**config.mk**
```make
export PLATFORM = sky130hd
export DESIGN_NAME = i2s_tx
export DESIGN_NICKNAME = d
export VERILOG_FILES = /design/src/rtl/i2s_tx.sv
export SDC_FILE = /design/constraint.sdc
export NUM_CORES = 1
export LEC_CHECK = 0
export CORE_UTILIZATION = 35
export CTS_CLUSTER_SIZE = 14
export DETAILED_ROUTE_END_ITERATION = 10
export GPL_ROUTABILITY_DRIVEN = 0
export PLACE_DENSITY_LB_ADDON = 0.05
export SLEW_MARGIN = 20
export SYNTH_ARGS = -nofsm -noshare
export SYNTH_HDL_FRONTEND = slang
export SYNTH_SLANG_ARGS = --single-unit
```
**constraint.sdc**
```tcl
create_clock -name clk -period 6.7 [get_ports clk]
set_input_delay 1.34 -clock clk [delete_from_list [all_inputs] [get_ports clk]]
set_output_delay 1.34 -clock clk [all_outputs]
set_load 0.01 [all_outputs]
```
**src/rtl/i2s_tx.sv**
```systemverilog
// I2S master transmitter: generates scki/bck/lrck from clk and serialises
// one left/right pair per lrck frame (lrck low = left, MSB one bck after the
// lrck edge). Upstream feeds pairs through a one-entry hold buffer.
// Build option: define I2S_TX_UNDERRUN_ZERO_EN to send silence on underrun
// instead of repeating the previous pair.
module i2s_tx #(
  parameter int WIDTH   = 24,
  parameter int SLOT    = 32,
  parameter int BCK_DIV = 4
) (
  input  logic             clk,
  input  logic             reset,
  input  logic [WIDTH-1:0] left,
  input  logic [WIDTH-1:0] right,
  input  logic             valid,
  output logic             ready,
  output logic             scki,
  output logic             bck,
  output logic             lrck,
  output logic             dout,
  output logic             underrun
);

  localparam int DW = (BCK_DIV > 2) ? $clog2(BCK_DIV) : 1;
  localparam int BW = $clog2(2 * SLOT);
  localparam int IW = (WIDTH > 2) ? $clog2(WIDTH) : 1;

  logic [DW-1:0]    divcnt_q;
  logic [BW-1:0]    bitcnt_q;
  logic             bck_q, lrck_q, dout_q, underrun_q, ready_q;
  logic             full_q, first_q;
  logic [WIDTH-1:0] hold_l_q, hold_r_q, sh_l_q, sh_r_q;

  logic             div_wrap, boundary, accept, full_d, dout_d, lr_now, in_rng;
  logic [BW-1:0]    k;
  logic [BW-1:0]    pos;
  logic [WIDTH-1:0] ch;

  assign scki     = clk;
  assign bck      = bck_q;
  assign lrck     = lrck_q;
  assign dout     = dout_q;
  assign underrun = underrun_q;
  assign ready    = ready_q;

  assign div_wrap = (divcnt_q == DW'(BCK_DIV - 1));
  assign boundary = div_wrap && (bitcnt_q == BW'(2 * SLOT - 1));
  // ready mirrors "buffer empty", so an accept can never collide with a full buffer
  assign accept   = valid && ready_q;

  // Bit selection for the bit period the counters are in now; registered below
  always_comb begin
    lr_now = (bitcnt_q >= BW'(SLOT));
    k      = lr_now ? (bitcnt_q - BW'(SLOT)) : bitcnt_q;
    ch     = lr_now ? sh_r_q : sh_l_q;
    in_rng = (k != '0) && (k <= BW'(WIDTH));
    pos    = BW'(WIDTH) - k;
    dout_d = in_rng ? ch[pos[IW-1:0]] : 1'b0;
  end

  // Buffer occupancy: the boundary drains using the pre-accept state
  always_comb begin
    full_d = full_q;
    if (boundary && full_q) full_d = 1'b0;
    if (accept)             full_d = 1'b1;
  end

  // Counters, registered clocks/data, hold buffer and shadow registers
  always_ff @(posedge clk) begin
    if (reset) begin
      divcnt_q   <= '0;
      bitcnt_q   <= '0;
      bck_q      <= 1'b0;
      lrck_q     <= 1'b0;
      dout_q     <= 1'b0;
      underrun_q <= 1'b0;
      ready_q    <= 1'b0;
      full_q     <= 1'b0;
      first_q    <= 1'b1;
      hold_l_q   <= '0;
      hold_r_q   <= '0;
      sh_l_q     <= '0;
      sh_r_q     <= '0;
    end else begin
      divcnt_q <= div_wrap ? '0 : divcnt_q + 1'b1;
      if (div_wrap)
        bitcnt_q <= (bitcnt_q == BW'(2 * SLOT - 1)) ? '0 : bitcnt_q + 1'b1;

      bck_q      <= (divcnt_q >= DW'(BCK_DIV / 2));
      lrck_q     <= lr_now;
      dout_q     <= dout_d;
      // the first boundary after reset has nothing to miss, so no underrun
      underrun_q <= boundary && !full_q && !first_q;
      full_q     <= full_d;
      ready_q    <= ~full_d;

      if (boundary) begin
        first_q <= 1'b0;
        if (full_q) begin
          sh_l_q <= hold_l_q;
          sh_r_q <= hold_r_q;
        end else if (!first_q) begin
`ifdef I2S_TX_UNDERRUN_ZERO_EN
          sh_l_q <= '0;
          sh_r_q <= '0;
`endif
        end
      end

      if (accept) begin
        hold_l_q <= left;
        hold_r_q <= right;
      end
    end
  end

endmodule

```
---- Yosys cells after proc, flatten, opt, wreduce, memory -nomap -nowiden ----
Index checks and enable logic that the tools add are counted.
W data, S select, Z words.
operators by class
  add/subtract/negate cells ............... 4
  $mul .................................... 0
  div/mod/pow operators ................... 0
  magnitude comparators ................... 4
  equality and inequality tests ........... 2
  shifts and indexed selects .............. 0
  mux-type cells .......................... 7
  bitwise gates (word level) .............. 2
  reductions and logical operators ........ 12
operator list
  kind                   count
  $mux W24               1
  $mux W6                2
  $add A6 B1 Y6 const B  1
  $eq A6 B6 Y1 const B   1
  $ge A6 B6 Y1 const B   1
  $le A6 B5 Y1 const B   1
  $logic_and A1 B1 Y1    6
  $lt A5 B6 Y1 const B   1
  $reduce_bool A6 Y1     1
  $sub A6 B6 Y6 const B  1
  $bmux W1 S5            1
  $sub A5 B5 Y5 const A  1
  $reduce_or A2 Y1       2
  $mux W1                3
  $add A2 B1 Y2 const B  1
  $eq A2 B2 Y1 const B   1
  $ge A2 B2 Y1 const B   1
  $logic_not A1 Y1       2
  $not A1 Y1             2
  $reduce_and A2 Y1      1
storage, ports and cells
  flip-flop bits (word level) ............. 111
  bits in latches ......................... 0
  memory bits (writable) .................. 0
  ROM bits ................................ 0
  input port bits ......................... 51
  output and inout bits ................... 6
  logic and storage cells ................. 44
  memories ................................ 0

---- Longest topological paths before layout ----
Gate-level depths: netlist (run 1).
  word-level depth ........................ 6
  mapped depth ............................ 9
  depth with buffers taken out ............ 7

==> results.tsv, run 1 <==
stage	metric	value	unit
outcome	status	finished, final reports clean	
cts	cts-resized-gates	0	
timing	rsz0062_at_grt	false	
critical_path	r2r_cells	6	
critical_path	critical_path.cell_chain	clkbuf_16 -> clkbuf_16 -> clkdlybuf4s50_1	
cts	cts_tree	done	
synthesis	ys_top_cells_by_area	dfxtp_1 (52%), nand2_1 (17%), a21oi_1 (11%)	
power	comb_power_share	5.9	%
cts	cts.clk_slew.worst_paths	0.07	ns
critical_path	r2r_end	dout$_SDFF_PP0_	
critical_path	worst-path-stages	3	
finish	num-nets-final	602	
timing	slew-limit-headroom	40.5	%
global_routing	grt_max_degree	112	
global_routing	use_met2	25.3	%
global_routing	grt_pass1_wl	16000	um
timing	finClkSkew	0.00436	ns
finish	synthToLayoutAreaGrowth	24.3	%
die	pin_count	57	
synthesis	synth_top_area_cell	dfxtp_1	
hold_path	min_path_cells	1	
global_routing	met1_usage	20.9	%
placed_design	post_dp_cell_area	0.00489	sq mm
synthesis	synth_area	0.00430	sq mm
placed_design	port_buffers	56	
timing	fin_setup_tns	0	ns
finish	diodes	0	
global_routing	antenna_found_initial	0	
global_routing	grt_busiest_layer	met2	
power	power_leakage	1.82	nW
synthesis	yosysSeqAreaShare	51.7	%
synthesis	synth_cells	514	
finish	drive_gt1_share	7.07	%
timing	finalHoldViolCount	0	
routing	drt-initial-drc-count	139	
routing	viasPerCell	4.83	
die	die_y	113	um
cts	cts_hold_buf	0	
placed_design	dp_hpwl	6210	um
routing	drt_first_pass_iters	4	
die	die_area	0.0127	sq mm
global_routing	track_usage	16.4	%
hold_path	min_from	first_q$_SDFFE_PP1P_	
synthesis	syn_nets	569	
finish	fillers	1239	
critical_path	worstSetupPathType	clock port to output pin	
critical_path	start_kind	clock port	
cts	insertion_delay	0.46	ns
timing	setup_viol	0	
critical_path	cp_common_cell	clkbuf_16	
synthesis	yosys_warnings	0	
critical_path	critical_path.slowest_cell	clkdlybuf4s50_1	
routing	drc_errors	0	
critical_path	critical-path-max-stage-delay	0.46	ns
finish	design_area	0.00534	sq mm
power	p_per_area	283	mW/mm^2
critical_path	end_kind	output pin	
critical_path	r2r_slack	3.97	ns
timing	drv_slew	0	
power	p_int	0.00121	W
power	p_clk_share	48.6	%
critical_path	r2r_start	bitcnt_q[0]$_SDFFE_PP0P_	
power	switching_share	20.1	%
routing	wl_per_cell	13.6	um
hold_path	min_path_type	register to register	
power	pwr-share-seq	45.6	%
global_routing	grt_pass1_vias	3251	
synthesis	netlist.area_leader.share	51.7	%
critical_path	cp.arrival	4.06	ns
die	core	0.0120	sq mm
cts	post-cts-setup-buffers	0	
global_routing	gr-usage-met3	4.55	%
power	max-vdd-ir-drop	0.201	mV
timing	worst_slew_pin_slew	0.889	ns
routing	vias	3378	
critical_path	crit_buf_inv	3	
flow_run	max_cap_violations	0	
die	rows	40	
power	p_switching	0.000304	W
die	die_x	113	um
routing	wirelength	9490	um
hold_path	min_to	underrun$_SDFF_PP0_	
critical_path	cp_top_family	buffers and inverters	
critical_path	path_max_fanout	2	
synthesis	synth_cell_types	28	
synthesis	synth-seq-cells	111	
global_routing	grt_overflow	0	
routing	antenna_left	0	
critical_path	cp.required	5.36	ns
synthesis	synth.avg_cell_area	8.36	sq um
die	start_util	35.8	%
==> per-stage QoR <==
stage	util [%]	hold WS, ns	total power [W]	std cells	setup WS [ns]
global route	44.4	0.441	0.00158	699	1.28
global placement	40.8	0.421	0.000809	680	1.56
finish	44.4	0.430	0.00151	699	1.30
CTS	44.4	0.433	0.00154	699	1.29
floorplan	-	0.401	0.000763	514	1.89
detailed placement	40.8	0.423	0.000810	680	1.56
==> power groups by stage <==
stage | clock (W) | combinational (W) | sequential (W)
final | 0.000734 | 0.0000889 | 0.000689
after floorplan | 0.0000123 | 0.0000509 | 0.000700
after CTS | 0.000755 | 0.0000914 | 0.000689
after detailed placement | 0.0000152 | 0.0000909 | 0.000704
after global placement | 0.0000152 | 0.0000902 | 0.000704
after global routing | 0.000787 | 0.000101 | 0.000692
==> registers in the layout, indices dropped and copies added (netlist names) <==
name,flops
full_q,1
underrun,1
lrck,1
sh_l_q,24
dout,1
hold_l_q,24
first_q,1
divcnt_q,2
bck,1
sh_r_q,24
hold_r_q,24
bitcnt_q,6
ready,1
==> layout make-up <==
| cell class | count | area, sq um | share of cell area, % |
|---|---|---|---|
| tap | 147 | 184 | 3.45 |
| inverter | 6 | 22.5 | 0.422 |
| timing repair buffer | 58 | 574 | 10.8 |
| sequential | 111 | 2220 | 41.6 |
| clock inverter | 4 | 98.8 | 1.85 |
| multi-input combinational | 357 | 1890 | 35.3 |
| clock buffer | 16 | 352 | 6.59 |
==> placed cells by master (no fill, tap or decap), types with 2 or more instances in the layout <==
| master | count |
|---|---|
| a21oi_1 | 98 |
| and2_1 | 2 |
| buf_4 | 3 |
| bufinv_16 | 3 |
| clkbuf_16 | 12 |
| clkbuf_8 | 3 |
| clkdlybuf4s50_1 | 55 |
| dfxtp_1 | 111 |
| ha_1 | 4 |
| inv_1 | 6 |
| mux2i_1 | 3 |
| mux4_2 | 14 |
| nand2_1 | 197 |
| nand3_1 | 2 |
| nand4_1 | 4 |
| nor2_1 | 9 |
| nor2b_1 | 2 |
| nor3_1 | 5 |
| xnor2_1 | 3 |
| xor2_1 | 4 |
==> cells in the mapped netlist <==
library cell  count
o22a_1            1
nor3_1            5
and3_1            1
buf_2             6
nor4_1            1
mux4_2           14
nand4_1           4
buf_1             2
a21o_1            1
mux2_2            1
and2_1            2
a311oi_1          1
a21boi_0          1
nand4b_1          1
and4_1            1
dfxtp_1         111
a21oi_1          98
nand3_1           2
inv_1             6
nand2_1         198
nor2b_1           2
mux2i_1           3
nor2_1            9
clkbuf_1         29
xor2_1            4
ha_1              4
xnor2_1           3
buf_4             3
==> routing by layer <==
layer  vias to the layer above  share of wire [%]
met2                        55                 46
met3                        12                3.8
met1                      1556                 48
met4                         0                2.1
li1                       1755                  -
met5                         -                  0
==> worst max-delay path by stage <==
stage	from	to	slack [ns]
detailed placement	clk	scki	1.56
global route	clk	scki	1.28
CTS	clk	scki	1.29
global placement	clk	scki	1.56
finish	clk	scki	1.30
floorplan	clk	scki	1.89
==> worst register-to-register path: cells and delay by family, from the launching register on <==
kind          cells  cell delay (ns)
mux               2             0.88
flops             1             0.73
buf+inv           1             0.21
fa+ha+maj         1             0.62
simple gates      2             0.19
==> kinds of logic (layout without fill, tap and decap cells) <==
kind of cell             Yosys count  in the layout  synth area share (%)
multiplexers                      18             18                  8.30
flip-flops                       111            111                  51.7
adder cells (fa/ha/maj)            4              4                  1.16
AO/OA/AOI/OAI                    102            102                  12.2
XOR/XNOR                           7              7                  1.43
buffers and inverters             46             84                  4.46
AND/OR/NAND/NOR                  226            226                  20.8
No activity file was read; power rests on OpenSTA's default activity.
==> run 2: changes to the inputs <==
clock period = 5.6 ns   (was 6.7 ns; I/O delays follow)
==> results.tsv, run 2 (synthesized netlist as in run 1, its figures left out) <==
stage	metric	value	unit	change
timing	worst_slew_pin_slew	0.894	ns	+0.00472 ns
timing	rsz0062_at_grt	false		
die	core	0.0120	sq mm	unchanged
timing	drv_slew	0		unchanged
cts	post-cts-setup-buffers	0		unchanged
outcome	status	finished, final reports clean		
die	die_y	113	um	unchanged
critical_path	end_kind	output pin		
critical_path	worstSetupPathType	clock port to output pin		
routing	antenna_left	0		unchanged
placed_design	dp_hpwl	6140	um	-1.1%
finish	diodes	0		unchanged
global_routing	grt_overflow	0		unchanged
cts	cts-resized-gates	0		unchanged
cts	cts.clk_slew.worst_paths	0.07	ns	about the same
cts	insertion_delay	0.45	ns	about the same
timing	finalHoldViolCount	0		unchanged
finish	layout_common_cells	nand2_1 (197), dfxtp_1 (111), a21oi_1 (98)		
timing	slew-limit-headroom	40.2	%	-0.32 points
finish	synthToLayoutAreaGrowth	21.8	%	
power	power_leakage	1.76	nW	-3.1%
finish	design_area	0.00523	sq mm	-2.0%
global_routing	track_usage	16.1	%	-0.29 points
routing	wl_per_cell	13.3	um	-2.0%
finish	mostFrequentLayoutCell	nand2_1		
timing	finClkSkew	0.00635	ns	+0.00199 ns
finish	num-nets-final	602		unchanged
finish	finalCoreUtilization	43.6	%	-0.90 points
die	rows	40		unchanged
critical_path	start_kind	clock port		
routing	viasPerCell	4.84		about the same
power	p_per_area	312	mW/mm^2	+10%
power	max-vdd-ir-drop	0.183	mV	-9.0%
global_routing	antenna_found_initial	0		unchanged
global_routing	grt_pass1_vias	3331		+2.5%
routing	drt_first_pass_iters	4		unchanged
critical_path	cp.arrival	3.51	ns	-0.55 ns
global_routing	grt_pass1_wl	16000	um	about the same
flow_run	max_cap_violations	0		unchanged
placed_design	port_buffers	56		unchanged
hold_path	min_path_type	register to register		
critical_path	path_max_fanout	2		unchanged
placed_design	post_dp_cell_area	0.00489	sq mm	unchanged
timing	setup_viol	0		unchanged
finish	fillers	1250		+0.89%
cts	cts_tree	done		
timing	fin_setup_tns	0	ns	unchanged
critical_path	cp.required	4.48	ns	-0.88 ns
die	pin_count	57		unchanged
routing	drc_errors	0		unchanged
finish	drive_gt1_share	6.35	%	-0.71 points
die	start_util	35.8	%	unchanged
routing	wirelength	9290	um	-2.1%
die	die_x	113	um	unchanged
routing	vias	3376		-0.059%
die	die_area	0.0127	sq mm	unchanged
global_routing	grt_max_degree	112		unchanged
cts	cts_hold_buf	0		unchanged
routing	drt-initial-drc-count	146		+5.0%
-- run 2: critical path, cell delays in order --
cell	delay, ns
clkbuf_16	0.12
clkbuf_16	0.13
clkdlybuf4s50_1	0.46
-- run 2: through the flow --
stage          hold slack [ns]  worst slack, ns  total power, W  cells
6_report                 0.431            0.969         0.00163    698
5_1_grt                  0.471            0.948         0.00171    698
4_1_cts                  0.435            0.964         0.00166    698
3_5_place_dp             0.426             1.23        0.000972    680
3_3_place_gp             0.421             1.23        0.000970    680
2_1_floorplan            0.401             1.56        0.000913    514
-- run 2: final cells by class --
cell class	instances	area (sq um)	area share (%)
flip-flops and latches	111	2220	42.5
multi-input cells	357	1890	36.0
repair buffers	58	574	11.0
clock buffers	16	322	6.15
well taps	147	184	3.52
inverters	6	22.5	0.431
clock inverters	3	21.3	0.407
-- run 2: final timing paths --
path	start	slack, ns	cells after the start	end
hold reg to reg	first_q$_SDFFE_PP1P_	0.43	1	underrun$_SDFF_PP0_
setup reg to reg	bitcnt_q[0]$_SDFFE_PP0P_	2.68	6	dout$_SDFF_PP0_
setup / recovery	clk	0.97	3	scki
hold / removal	first_q$_SDFFE_PP1P_	0.43	1	underrun$_SDFF_PP0_
-- run 2: where the power goes --
part / internal (W) / leakage [nW] / switching [W] / total, W
Sequential: 0.000810 / 0.900 / 0.0000148 / 0.000825
Combinational: 0.0000561 / 0.697 / 0.0000513 / 0.000107
Clock: 0.000403 / 0.164 / 0.000294 / 0.000698
Total: 0.00127 / 1.76 / 0.000361 / 0.00163
-- run 2: metal layers --
| layer | vias to the layer above | GRT usage [%] | routed length, um |
|---|---|---|---|
| met4 | 0 | 8.89 | 225 |
| met1 | 1555 | 20.0 | 4410 |
| met3 | 16 | 4.02 | 285 |
| li1 | 1755 | - | - |
| met5 | - | 0 | 0 |
| met2 | 50 | 25.7 | 4370 |
